`src/rtl/printf_word_serializer_if.sv`:
```
// Handshake bundle between the printf merge stage, the word serializer and the host transport.
// Upstream delivers 128-bit messages; downstream receives 32-bit words.
interface printf_word_serializer_if;
   logic         in_enq__ENA;
   logic [127:0] in_enq_v;
   logic         in_enq__RDY;
   logic         out_enq__ENA;
   logic [31:0]  out_enq_v;
   logic         out_enq_last;
   logic         out_enq__RDY;
   logic         busy;

   modport master (
      output in_enq__ENA, in_enq_v, out_enq__RDY,
      input  in_enq__RDY, out_enq__ENA, out_enq_v, out_enq_last, busy
   );

   modport slave (
      input  in_enq__ENA, in_enq_v, out_enq__RDY,
      output in_enq__RDY, out_enq__ENA, out_enq_v, out_enq_last, busy
   );
endinterface

```
`src/rtl/printf_word_serializer.sv`:
```
// Buffers 128-bit printf messages in a small FIFO and streams each one out as 1-4 words.
// The 3-bit count field in the header word sets how many words a message uses.
module printf_word_serializer #(
   parameter int DEPTH   = 2,
   parameter int CNT_LSB = 96
) (
   input  logic                    CLK,
   input  logic                    nRST,
   printf_word_serializer_if.slave bus
);
   localparam int AW = (DEPTH > 1) ? $clog2(DEPTH) : 1;
   localparam int CW = $clog2(DEPTH + 1);

   logic [127:0]  r_mem [DEPTH];
   logic [AW-1:0] r_wptr;
   logic [AW-1:0] r_rptr;
   logic [CW-1:0] r_count;
   logic [1:0]    r_k;

   logic          w_push;
   logic          w_pop;
   logic          w_xfer;
   logic          w_nonempty;
   logic [127:0]  w_head;
   logic [2:0]    w_n;
   logic [1:0]    w_last_k;
   logic [31:0]   w_word;

   assign w_nonempty = (r_count != '0);
   assign w_head     = r_mem[r_rptr];
   assign w_n        = w_head[CNT_LSB +: 3];

   // A count of 0 or anything above 4 means a full four-word message.
   always_comb begin
      w_last_k = 2'd3;
      if (w_n >= 3'd1 && w_n <= 3'd4) w_last_k = 2'(w_n - 3'd1);
   end

   always_comb begin
      w_word = '0;
      if (w_nonempty) begin
         case (r_k)
            2'd0:    w_word = w_head[127:96];
            2'd1:    w_word = w_head[95:64];
            2'd2:    w_word = w_head[63:32];
            default: w_word = w_head[31:0];
         endcase
      end
   end

   // Accept-ready depends only on the occupancy register, never on the downstream ready.
   assign bus.in_enq__RDY  = ~nRST & (r_count < CW'(DEPTH));
   assign bus.out_enq__ENA = w_nonempty & bus.out_enq__RDY;
   assign bus.out_enq_v    = w_word;
   assign bus.out_enq_last = w_nonempty & (r_k == w_last_k);
   assign bus.busy         = w_nonempty;

   assign w_push = bus.in_enq__ENA & bus.in_enq__RDY;
   assign w_xfer = bus.out_enq__ENA;
   assign w_pop  = w_xfer & bus.out_enq_last;

   always_ff @(posedge CLK or posedge nRST) begin
      if (nRST) begin
         r_wptr  <= '0;
         r_rptr  <= '0;
         r_count <= '0;
         r_k     <= '0;
      end else begin
         if (w_push) r_wptr <= r_wptr + 1'b1;
         if (w_pop)  r_rptr <= r_rptr + 1'b1;
         if (w_push && !w_pop)      r_count <= r_count + 1'b1;
         else if (!w_push && w_pop) r_count <= r_count - 1'b1;
         if (w_xfer) r_k <= w_pop ? 2'd0 : r_k + 2'd1;
      end
   end

   // Payload storage needs no reset; occupancy alone decides what is valid.
   always_ff @(posedge CLK) begin
      if (w_push) r_mem[r_wptr] <= bus.in_enq_v;
   end

   a_no_push_when_full: assert property (
      @(posedge CLK) disable iff (nRST) !(bus.in_enq__ENA && !bus.in_enq__RDY)
   );
endmodule
```
`src/flat_wrapper.sv`:
```
// flat-port wrapper written by rule: the top's interface ports become plain ports
module printf_word_serializer_flat 
#(
   parameter int DEPTH   = 2,
   parameter int CNT_LSB = 96
)
  (CLK, nRST, bus_in_enq__ENA, bus_in_enq_v, bus_out_enq__RDY, bus_in_enq__RDY, bus_out_enq__ENA, bus_out_enq_v, bus_out_enq_last, bus_busy);
  printf_word_serializer_if bus_i ();
  input  logic CLK;
  input  logic nRST;
  input wire logic [$bits(bus_i.in_enq__ENA)-1:0] bus_in_enq__ENA;
  input wire logic [$bits(bus_i.in_enq_v)-1:0] bus_in_enq_v;
  input wire logic [$bits(bus_i.out_enq__RDY)-1:0] bus_out_enq__RDY;
  output wire logic [$bits(bus_i.in_enq__RDY)-1:0] bus_in_enq__RDY;
  output wire logic [$bits(bus_i.out_enq__ENA)-1:0] bus_out_enq__ENA;
  output wire logic [$bits(bus_i.out_enq_v)-1:0] bus_out_enq_v;
  output wire logic [$bits(bus_i.out_enq_last)-1:0] bus_out_enq_last;
  output wire logic [$bits(bus_i.busy)-1:0] bus_busy;
  assign bus_i.in_enq__ENA = bus_in_enq__ENA;
  assign bus_i.in_enq_v = bus_in_enq_v;
  assign bus_i.out_enq__RDY = bus_out_enq__RDY;
  assign bus_in_enq__RDY = bus_i.in_enq__RDY;
  assign bus_out_enq__ENA = bus_i.out_enq__ENA;
  assign bus_out_enq_v = bus_i.out_enq_v;
  assign bus_out_enq_last = bus_i.out_enq_last;
  assign bus_busy = bus_i.busy;
  printf_word_serializer #(.DEPTH(DEPTH), .CNT_LSB(CNT_LSB)) u_core (.CLK(CLK), .nRST(nRST), .bus(bus_i));
endmodule
```
`config.mk`:
```
export PLATFORM = sky130hd
export DESIGN_NAME = printf_word_serializer_flat
export DESIGN_NICKNAME = d
export VERILOG_FILES = /design/src/rtl/printf_word_serializer_if.sv /design/src/rtl/printf_word_serializer.sv /design/src/flat_wrapper.sv
export SDC_FILE = /design/constraint.sdc
export NUM_CORES = 1
export LEC_CHECK = 0
export CAP_MARGIN = 20
export CORE_UTILIZATION = 30
export CTS_BUF_LIST = sky130_fd_sc_hd__clkbuf_4
export DETAILED_ROUTE_END_ITERATION = 7
export DONT_BUFFER_PORTS = 1
export PLACE_DENSITY = 0.5
export SLEW_MARGIN = 15
export SYNTH_ARGS = -nofsm -noshare
export SYNTH_HDL_FRONTEND = slang
export SYNTH_SLANG_ARGS = --single-unit
```
`constraint.sdc`:
```
create_clock -name CLK -period 6.75 [get_ports CLK]
set_input_delay 0.3375 -clock CLK [delete_from_list [all_inputs] [get_ports CLK]]
set_output_delay 0.3375 -clock CLK [all_outputs]
set_load 0.005 [all_outputs]
```
==> results of run 1 <==
[cells in the mapped netlist (all sizes together) (3+ instances only)]
library cell / instances
a222oi: 59
nand2: 6
mux2: 8
edfxtp: 256
inv: 66
mux4: 29
ha: 7
clkbuf: 27
xnor2: 4
dfrtp: 6
nor2: 37
mux2i: 5
buf: 6
a21oi: 3
[cell usage in the layout (no fill, tap or decap), types with 3 or more instances in the layout]
cell           count
mux2_2             8
a222oi_1          59
inv_1             66
dfrtp_1            5
xnor2_1            4
clkinv_2           7
edfxtp_1         256
ha_2               4
nor2_1            35
diode_2            7
nand2_1            6
mux2i_1            5
buf_4              8
clkinv_1          18
dlygate4sd3_1    131
a21oi_1            3
ha_1               3
mux4_2            29
clkbuf_4          94
[critical path, delay by kind of cell (launching register included)]
kind / cells / cell delay, ps
buf+inv: 2 / 690
compound gates: 1 / 180
fa+ha+maj: 1 / 690
flops: 1 / 430
simple gates: 1 / 200
mux: 1 / 510
[cell families after synthesis]
kind of cell | count (synthesis) | share of synthesized area
flops | 262 | 0.7772
simple gates | 53 | 0.02283
fa+ha+maj | 7 | 0.008684
compound gates | 73 | 0.06935
mux | 42 | 0.07866
xor+xnor | 6 | 0.005211
buf+inv | 99 | 0.03809
[routing by layer]
| metal | up-vias | GRT usage |
|---|---|---|
| met2 | 231 | 0.2198 |
| met1 | 2846 | 0.1569 |
| met5 | - | 0 |
| li1 | 2611 | - |
| met3 | 39 | 0.04817 |
| met4 | 2 | 0.06149 |
[repair_timing]
item / CTS / global route
hold endpoints to repair: 265 / 0
hold buffers: 131 / 0
resized for setup: 0 / 0
[sequential cells by signal, indices dropped and copies added, names as in the netlist]
register        cells
u_core.r_rptr       1
u_core.r_count      2
u_core.r_k          2
u_core.r_mem      256
u_core.r_wptr       1
[worst paths after layout]
| kind | end | cells past startpoint |
|---|---|---|
| setup / recovery | bus_out_enq_v[11] | 6 |
| hold / removal | u_core.r_count[0]$_DFFE_PP0P_ | 2 |
| setup reg to reg | u_core.r_count[1]$_DFFE_PP0P_ | 11 |
| hold reg to reg | u_core.r_wptr$_DFFE_PP0P_ | 1 |
| max in group asynchronous | u_core.r_rptr$_DFFE_PP0P_ | 2 |
| min in group CLK | u_core.r_mem[1][12]$_DFFE_PP_ | 1 |
[metrics by stage]
step                hold WS (ps)    util  cells
detailed placement         173.6  0.3232    959
floorplan                  128.5       -    542
global placement           160.6  0.3232    959
CTS                        1.878  0.3899   1213
finish                     88.86  0.3904   1220
global route               37.66  0.3903   1218
[power by group]
| part | switching (W) | internal [W] |
|---|---|---|
| Combinational | 0.000765 | 0.000601 |
| Clock | 0.000637 | 0.000728 |
| Sequential | 0.000139 | 0.00199 |
| Total | 0.00154 | 0.00332 |
[layout make-up]
cell class                      count  area, um^2  area share
Sequential cell                   262        7841      0.6126
Multi-Input combinational cell    181        1893      0.1479
Timing Repair Buffer              139        1371      0.1071
Clock buffer                       94       705.7     0.05513
Tap cell                          442       553.0     0.04321
Inverter                           66       247.7     0.01935
Clock inverter                     29       170.2     0.01329
Antenna cell                        7       17.52    0.001369
==> flow_summary.ini, run 1 <==
[cts]
cts_buffers = 70
clock_latency_ps = 660
post-cts-setup-buffer-count = 0
clk_pin_slew_ps = 70
ctsRootBufferMaster = clkbuf_4
cts_tree = yes
cts_num_sinks = 262
h-tree-depth = 3
cts_buffer_depth = 3

[synthesis]
synth_edf_count = 256
seq_area_frac_synth = 0.7772
syn_nets = 681
syn_area_um2 = 10080
async_flop_share = 0.02290
avgSynthCellArea_um2 = 18.61
synth_seq_cells = 262
synth_area_leaders = edfxtp_1 76%, mux4_2 6.5%, a222oi_1 5.9%, inv_1 2.5%, dfrtp_1 1.5%
ys_types = 36
netlist.area_leader.share = 0.7623
yosys_warnings = 0
syn_inst = 542
synthFlopType = edfxtp_1
synth_top_area_cell = edfxtp_1

[floorplanning]
io_pins = 168
coreArea_um2 = 32780
die_h_um = 185.3
die_w_um = 185.3
rows = 66
dieArea_um2 = 34350
start_util = 0.3076

[worst_setup_path]
cp.arrival_ps = 3390
rrSetupSlack_ps = 3410
startpoint = u_core.r_k[1]$_DFFE_PP0P_
worst_path_max_delay_cell = ha_2
cp_data_required_time_ps = 6410
crit_path_max_incr_delay_ps = 690
start_kind = flop
end_kind = output pin
r2r-start = u_core.r_rptr$_DFFE_PP0P_
path_cells = inv_1 > ha_2 > buf_4 > a222oi_1 > mux4_2 > nor2_1
crit_type = reg2out
cp_max_fo = 34

[power]
p_leak_nw = 4.435
p_total_w = 0.004862
p_per_area_nw_per_um2 = 379.9
peakVddDrop_mv = 0.4938

[place]
place_ws_ps = 3385
hpwl_um = 13360
gp_congestion = 0.7544
place.port_buffers = 0
dpl_cell_area_um2 = 10600

[sta]
post-route-period-util = 0.5525
rsz0062_at_grt = no
final.min_clock_period_ps = 3729
worst_pin_slew_ps = 941.4
setup_viol = 0
slew_viol_final = 0
hold_viol = 0
setup_ws_ps = 3021
timing.setup.tns_ps = 0
slew_headroom = 0.3724
skew_ps = 36.01
max_freq_ghz = 0.2682

[global_routing]
overflow = 0
antenna_found_initial = 7
grt_max_degree = 69
grt_pass1_wl_um = 34320
grt_use_total = 0.1342
grt_pass1_vias = 6260

[final_layout]
drive_above_1_share = 0.2088
syn2layout_area_growth_pct = 26.92
nNetsFinal = 859
fill_cells = 3077
stdcell_area_um2 = 12800

[route]
detail_route.first_pass.iterations = 8
vias = 5729
route.top_layer_used = met5
ant_nets = 0
route.met3.wl_um = 1893
dr_wl_met2_um = 11300
finalWirelength_um = 22790
drcViolationCount = 0
m1WireLength_um = 9158
drtIter0Drc = 490
via_per_inst = 4.696
routedWlPerCell_um = 18.68

[outcome]
outcome = finished, final reports clean

[worst_hold_path]
hold_class = in2async

[flow_run]
drv_cap = 0
Note: power is estimated with default switching activity, not from simulation.
==> inputs of run 2 (changes only) <==
Settings changed: ABC_AREA set to 1, PLACE_DENSITY 0.5 to 0.49.
Clock period 6.75 ns to 3.8 ns, I/O delays scaled along.
==> run 2 against run 1 <==
  * Clock power grew 74%
  * Largest power group unchanged
  * Critical path type unchanged
  * Worst hold slack improved by 62 ps
  * Power increased by 81%
  * Non-clock buffer count up 8
  * Largest cell class unchanged
  * Synthesized cell count grew 40%
  * Synthesized area grew 1.7%
  * Global-route usage up 1.3 points
  * Cell count up 17%
  * Sequential power is 74% higher
  * Routed wire length up 12%
  * First-iteration DRC count fell by 28%
==> flow_summary.ini, run 2 <==
[outcome]
outcome = finished, final reports clean

[worst_setup_path]
start_kind = flop
cp_max_fo = 48
worst-path-stages = 6
cp.buffers_inverters = 2
r2r_cells = 14
timing.critical_path.max_delay_family = buffers and inverters
crit_type = reg2out
startpoint = u_core.r_rptr$_DFFE_PP0P_
crit_top_cell = a21oi_1
endpoint = bus_out_enq_v[6]
rrSetupSlack_ps = 1140
crit_path_max_incr_delay_ps = 630
end_kind = output pin
path_cells = inv_6 > buf_4 > a21oi_1 > nand3_1 > a21oi_1 > a211oi_1
r2r-end = u_core.r_count[1]$_DFFE_PP0P_
cp_data_required_time_ps = 3610
worst_path_max_delay_cell = dfrtp_4
cp.arrival_ps = 2870
r2r-start = u_core.r_rptr$_DFFE_PP0P_

[power]
netSwitchingFraction = 0.3546
seqPwrFrac = 0.419
p_leak_nw = 4.487
p_switching_w = 0.003127
p_clk_frac = 0.270
pwr-share-comb = 0.311
p_per_area_nw_per_um2 = 680.0
internal-power_w = 0.005691
peakVddDrop_mv = 0.2598

[final_layout]
finalNonFillerCells = 1432
nNetsFinal = 1075
syn2layout_area_growth_pct = 26.37
drive_above_1_share = 0.1468
final_common_cell = edfxtp_1
mostFrequentLayoutCells = 256 x edfxtp_1, 172 x nand2_1, 132 x dlygate4sd3_1, 121 x a21oi_1, 108 x clkbuf_4
regMostFlops = u_core.r_mem
largest_reg_flops = 256
final_core_util = 0.3858
largestRegisters = u_core.r_mem: 256 flops, u_core.r_count: 2 flops, u_core.r_k: 2 flops
fill_cells = 3260

[synthesis]
synthFlopType = edfxtp_1
yosys_warnings = 0
synth_edf_count = 256
synth_seq_cells = 262
avgSynthCellArea_um2 = 13.50
yosysMostFrequentCell = edfxtp_1
ys_types = 24
netlist.area_leader.share = 0.7492
synth_top_area_cell = edfxtp_1
synth_area_leaders = edfxtp_1 75%, nand2_1 6.3%, a21oi_1 5.9%, nand3_1 3.2%, a211oi_1 2.1%
syn_inst = 760
syn_area_um2 = 10260
seq_area_frac_synth = 0.7638
synthTopCellsByCount = 256 x edfxtp_1, 172 x nand2_1, 121 x a21oi_1, 66 x nand3_1
syn_nets = 899
async_flop_share = 0.02290

[flow_run]
drv_cap = 0

[cts]
cts_resized = 0
h-tree-depth = 3
clk_pin_slew_ps = 60
ctsRootBufferMaster = clkbuf_4
cts_tree = yes
cts_buffer_depth = 3
cts_buffers = 73
cts_num_sinks = 262
clock_latency_ps = 680

[worst_hold_path]
hold_class = in2reg
hold_depth = 1

[route]
routedWlPerCell_um = 17.78
drcViolationCount = 0
drtIter0Drc = 354
via_per_inst = 4.652
ant_nets = 0
vias = 6661
detail_route.first_pass.iterations = 4
finalWirelength_um = 25460

[sta]
slew_viol_final = 0
slew_headroom = 0.3740
worst_pin_slew_ps = 939.0
setup_viol = 0
post-route-period-util = 0.8051
fin_hold_ws_ps = 151.2
max_freq_ghz = 0.3269
hold_viol = 0
skew_ps = 14.13
rsz0062_at_grt = no
final.min_clock_period_ps = 3059
timing.setup.tns_ps = 0

[floorplanning]
io_pins = 168
dieArea_um2 = 34950
coreArea_um2 = 33620
die_h_um = 186.9
die_w_um = 186.9
rows = 67
start_util = 0.3052

[place]
gp_congestion = 0.7257
place_inst = 1176
hpwl_um = 14600
place.port_buffers = 0

[global_routing]
antenna_found_initial = 4
overflow = 0
grt_max_degree = 66
grt_pass1_vias = 7045
grt_pass1_wl_um = 38900
grt_use_total = 0.1474
## run 2: cell count changes after synthesis, moves of 5 or more
cell      delta
a222oi_1    -59
inv_1       -50
nand2_1    +166
a211oi_1    +27
mux2i_1      -5
a21oi_1    +118
nand3_1     +65
mux2_2       -8
nor2_1      -19
clkbuf_1    -22
buf_4        +8
o21ai_0      +6
mux4_2      -29
buf_2       +25
## run 2: area by class of cell
class                      count  area [um^2]  share of cell area
timing repair buffer         147         1491              0.1150
clock buffer                 108        810.8             0.06252
tap                          448        560.5             0.04323
sequential                   262         7841              0.6047
multi-input combinational    435         2141              0.1651
antenna                        3        7.507           0.0005789
clock inverter                12        46.29            0.003570
inverter                      17        68.82            0.005307
## run 2: cell families (layout without fill, tap and decap cells)
logic type	after synthesis	count (layout)	share of synthesized area
simple gates	264	264	0.1080
flops	262	262	0.7638
compound gates	161	161	0.08633
buf+inv	63	284	0.03073
fa+ha+maj	7	7	0.008535
xor+xnor	3	3	0.002561
other cells	0	3	0
## run 2: worst reg2reg max path, cell delays in order, from the launching register on
cell and delay [ps]:
dfrtp_4 630, inv_6 260, nand2_2 70, nand2_1 100, inv_1 70, ha_1 280
inv_1 50, a21oi_2 110, nand3_1 100, nand2_2 90, nand3_1 90, ha_1 330
a21oi_1 110, o21ai_0 110, xnor2_1 130
## run 2: worst min-delay path by stage
stage                          start                       endpoint  slack [ps]
finish              bus_in_enq_v[40]  u_core.r_mem[0][40]$_DFFE_PP_         150
global route         bus_in_enq_v[4]   u_core.r_mem[0][4]$_DFFE_PP_          60
CTS                  bus_in_enq_v[4]   u_core.r_mem[0][4]$_DFFE_PP_          50
detailed placement              nRST      u_core.r_wptr$_DFFE_PP0P_          20
global placement                nRST      u_core.r_wptr$_DFFE_PP0P_          30
floorplan                       nRST  u_core.r_count[0]$_DFFE_PP0P_         -20
## run 2: timing repair
| action | 4_1_cts | 5_1_grt |
|---|---|---|
| buffers inserted | 0 | 0 |
| hold buffers | 132 | 0 |
| endpoints found under the hold margin | 268 | 0 |
## run 2: power by group through the flow
stage	Clock [W]	Combinational (W)	Sequential [W]
2_1_floorplan	0	0.00190	0.00370
3_3_place_gp	0	0.00267	0.00375
3_5_place_dp	0	0.00267	0.00376
4_1_cts	0.00250	0.00281	0.00370
5_1_grt	0.00262	0.00309	0.00373
6_report	0.00238	0.00274	0.00370
## run 2: through the flow
step	cell area [um^2]	power (W)	setup WS, ps
2_1_floorplan	10270	0.005605	-680.2
5_1_grt	12970	0.009431	438.1
6_report	12970	0.008818	740.5
4_1_cts	12940	0.009005	548.2
3_5_place_dp	10770	0.006424	1144
3_3_place_gp	10770	0.006420	1200
## run 2: routing by layer
metal | part of all wire | track usage | vias up | wire (um)
met4 | 0.025 | 0.06873 | 2 | 649
met3 | 0.066 | 0.05197 | 64 | 1686
met2 | 0.49 | 0.2457 | 221 | 12530
li1 | - | - | 3183 | -
met1 | 0.42 | 0.1696 | 3191 | 10580
met5 | 0.00051 | 0 | - | 13
==> inputs of run 3 (changes only) <==
Clock period 3.8 ns to 3.1 ns, I/O delays scaled along.
==> run 3 against run 2 <==
  * Sequential power up 23%
  * Sequential cell count unchanged
  * Die area unchanged
  * Global-route usage up 0.45 points
  * Combinational power up 27%
  * Setup slack worse by 470 ps
  * Largest power group unchanged
  * Utilization up 0.85 points
  * Power up 27%
  * Cell count up 1.5%
  * Register-to-register slack worse by 710 ps
==> flow_summary.ini, run 3 (synthesis gave the netlist of run 2 again) <==
[cts]
clock_latency_ps = 730
cts_buffer_depth = 3
cts_buffers = 73
cts_tree = yes
clk_pin_slew_ps = 60
cts_num_sinks = 262
ctsRootBufferMaster = clkbuf_4
h-tree-depth = 3

[place]
place.port_buffers = 0
place_inst = 1181
gp_congestion = 0.7216
hpwl_um = 14500

[floorplanning]
die_w_um = 186.9
io_pins = 168
dieArea_um2 = 34950
die_h_um = 186.9
rows = 67
start_util = 0.3052
coreArea_um2 = 33620

[sta]
slew_viol_final = 0
post-route-period-util = 0.9131
worst_pin_slew_ps = 590.9
setup_viol = 0
slew_headroom = 0.6061
final.min_clock_period_ps = 2831
max_freq_ghz = 0.3533
skew_ps = 28.18
rsz0062_at_grt = no
fin_hold_ws_ps = 83.96
hold_viol = 0
timing.setup.tns_ps = 0

[global_routing]
grt_pass1_vias = 7200
use_met3 = 0.04878
use_met2 = 0.2553
grt.busiest_layer = met2
grt_pass1_wl_um = 40180
antenna_found_initial = 4
overflow = 0
grtUsageMet1 = 0.1806
grt_max_degree = 68
grt_use_total = 0.1519

[worst_hold_path]
hold_depth = 1
holdPathEnd = u_core.r_mem[0][2]$_DFFE_PP_
worstHoldStart = bus_in_enq_v[2]
hold_class = in2reg

[worst_setup_path]
start_kind = flop
cp.buffers_inverters = 4
cp_max_fo = 26
timing.critical_path.max_delay_family = flip-flops
cp.arrival_ps = 2680
path_cells = inv_6 > nand2_2 > nand2_1 > inv_1 > ha_1 > inv_1 > a21oi_2 > nand3_1 > nand2_2 > nand2_1 > inv_1
cp_data_required_time_ps = 2940
r2r_cells = 14
r2r-start = u_core.r_rptr$_DFFE_PP0P_
crit_path_max_incr_delay_ps = 650
crit_type = reg2out
worst_path_max_delay_cell = dfrtp_4
rrSetupSlack_ps = 430
crit_top_cell = inv_1
end_kind = output pin
startpoint = u_core.r_rptr$_DFFE_PP0P_
r2r-end = u_core.r_count[1]$_DFFE_PP0P_

[final_layout]
nNetsFinal = 1091
largest_reg_flops = 256
finalNonFillerCells = 1454
syn2layout_area_growth_pct = 29.17
largestRegisters = u_core.r_mem: 256 flops, u_core.r_count: 2 flops, u_core.r_k: 2 flops
drive_above_1_share = 0.1467
mostFrequentLayoutCells = 256 x edfxtp_1, 172 x nand2_1, 144 x dlygate4sd3_1, 121 x a21oi_1, 101 x clkbuf_4
regMostFlops = u_core.r_mem
final_core_util = 0.3943
final_common_cell = edfxtp_1

[power]
peakVddDrop_mv = 0.4700
p_per_area_nw_per_um2 = 847.2
p_leak_nw = 4.593

[route]
vias = 6794
finalWirelength_um = 26010
drcViolationCount = 0
routedWlPerCell_um = 17.89
ant_nets = 0
via_per_inst = 4.673
drtIter0Drc = 333
detail_route.first_pass.iterations = 4

[flow_run]
drv_cap = 0

[outcome]
outcome = finished, final reports clean
==> run 3: cell types whose count changed in the layout (fill, tap and decap cells not counted), sizes merged <==
cell and change:
clkinvlp +2, clkbuf -7, diode +1, bufinv +3
dlygate4sd3 +12, clkinv +9, inv -2, buf +4
==> run 3: how the worst max path moves through the flow <==
stage	end	slack [ps]	cells past startpoint
2_1_floorplan	u_core.r_mem[0][0]$_DFFE_PP_	-1380	3
3_3_place_gp	u_core.r_count[1]$_DFFE_PP0P_	500	14
3_5_place_dp	u_core.r_count[1]$_DFFE_PP0P_	460	14
4_1_cts	bus_out_enq_v[28]	60	5
5_1_grt	bus_out_enq_last	20	11
6_report	bus_out_enq_last	270	11
==> run 3: cell type report <==
class	instances	area [um^2]
multi-input cells	435	2151
diodes	4	10.01
fillers	3243	20360
inverters	17	68.82
repair buffers	163	1679
clock buffers	101	758.2
clock inverters	24	185.2
well taps	448	560.5
flip-flops and latches	262	7841
==> run 3: metrics by stage <==
| stage | setup slack, ps | power [W] | area (um^2) |
|---|---|---|---|
| 2_1_floorplan | -1380 | 0.006871 | 10270 |
| 3_3_place_gp | 504.8 | 0.007964 | 10840 |
| 3_5_place_dp | 461.8 | 0.007986 | 10840 |
| 4_1_cts | 56.16 | 0.01144 | 13240 |
| 5_1_grt | 19.81 | 0.01201 | 13250 |
| 6_report | 269.5 | 0.01123 | 13250 |
==> run 3: routing by layer <==
layer	share of wire	wire, um
met5	0.00088	23
met4	0.021	543
met3	0.057	1478
met2	0.50	12920
met1	0.42	11040
==> run 3: power breakdown <==
part / leakage [nW] / switching, W / internal [W]
clock: 0.549 / 0.00145 / 0.00176
combinational: 1.64 / 0.00235 / 0.00113
sequential: 2.40 / 0.000199 / 0.00434
==> run 3: timing repair <==
item / CTS / global route
setup endpoints to repair: 3 / 5
hold endpoints to repair: 276 / 0
resized for setup: 1 / 2
buffers inserted: 0 / 0
hold buffers: 144 / 0
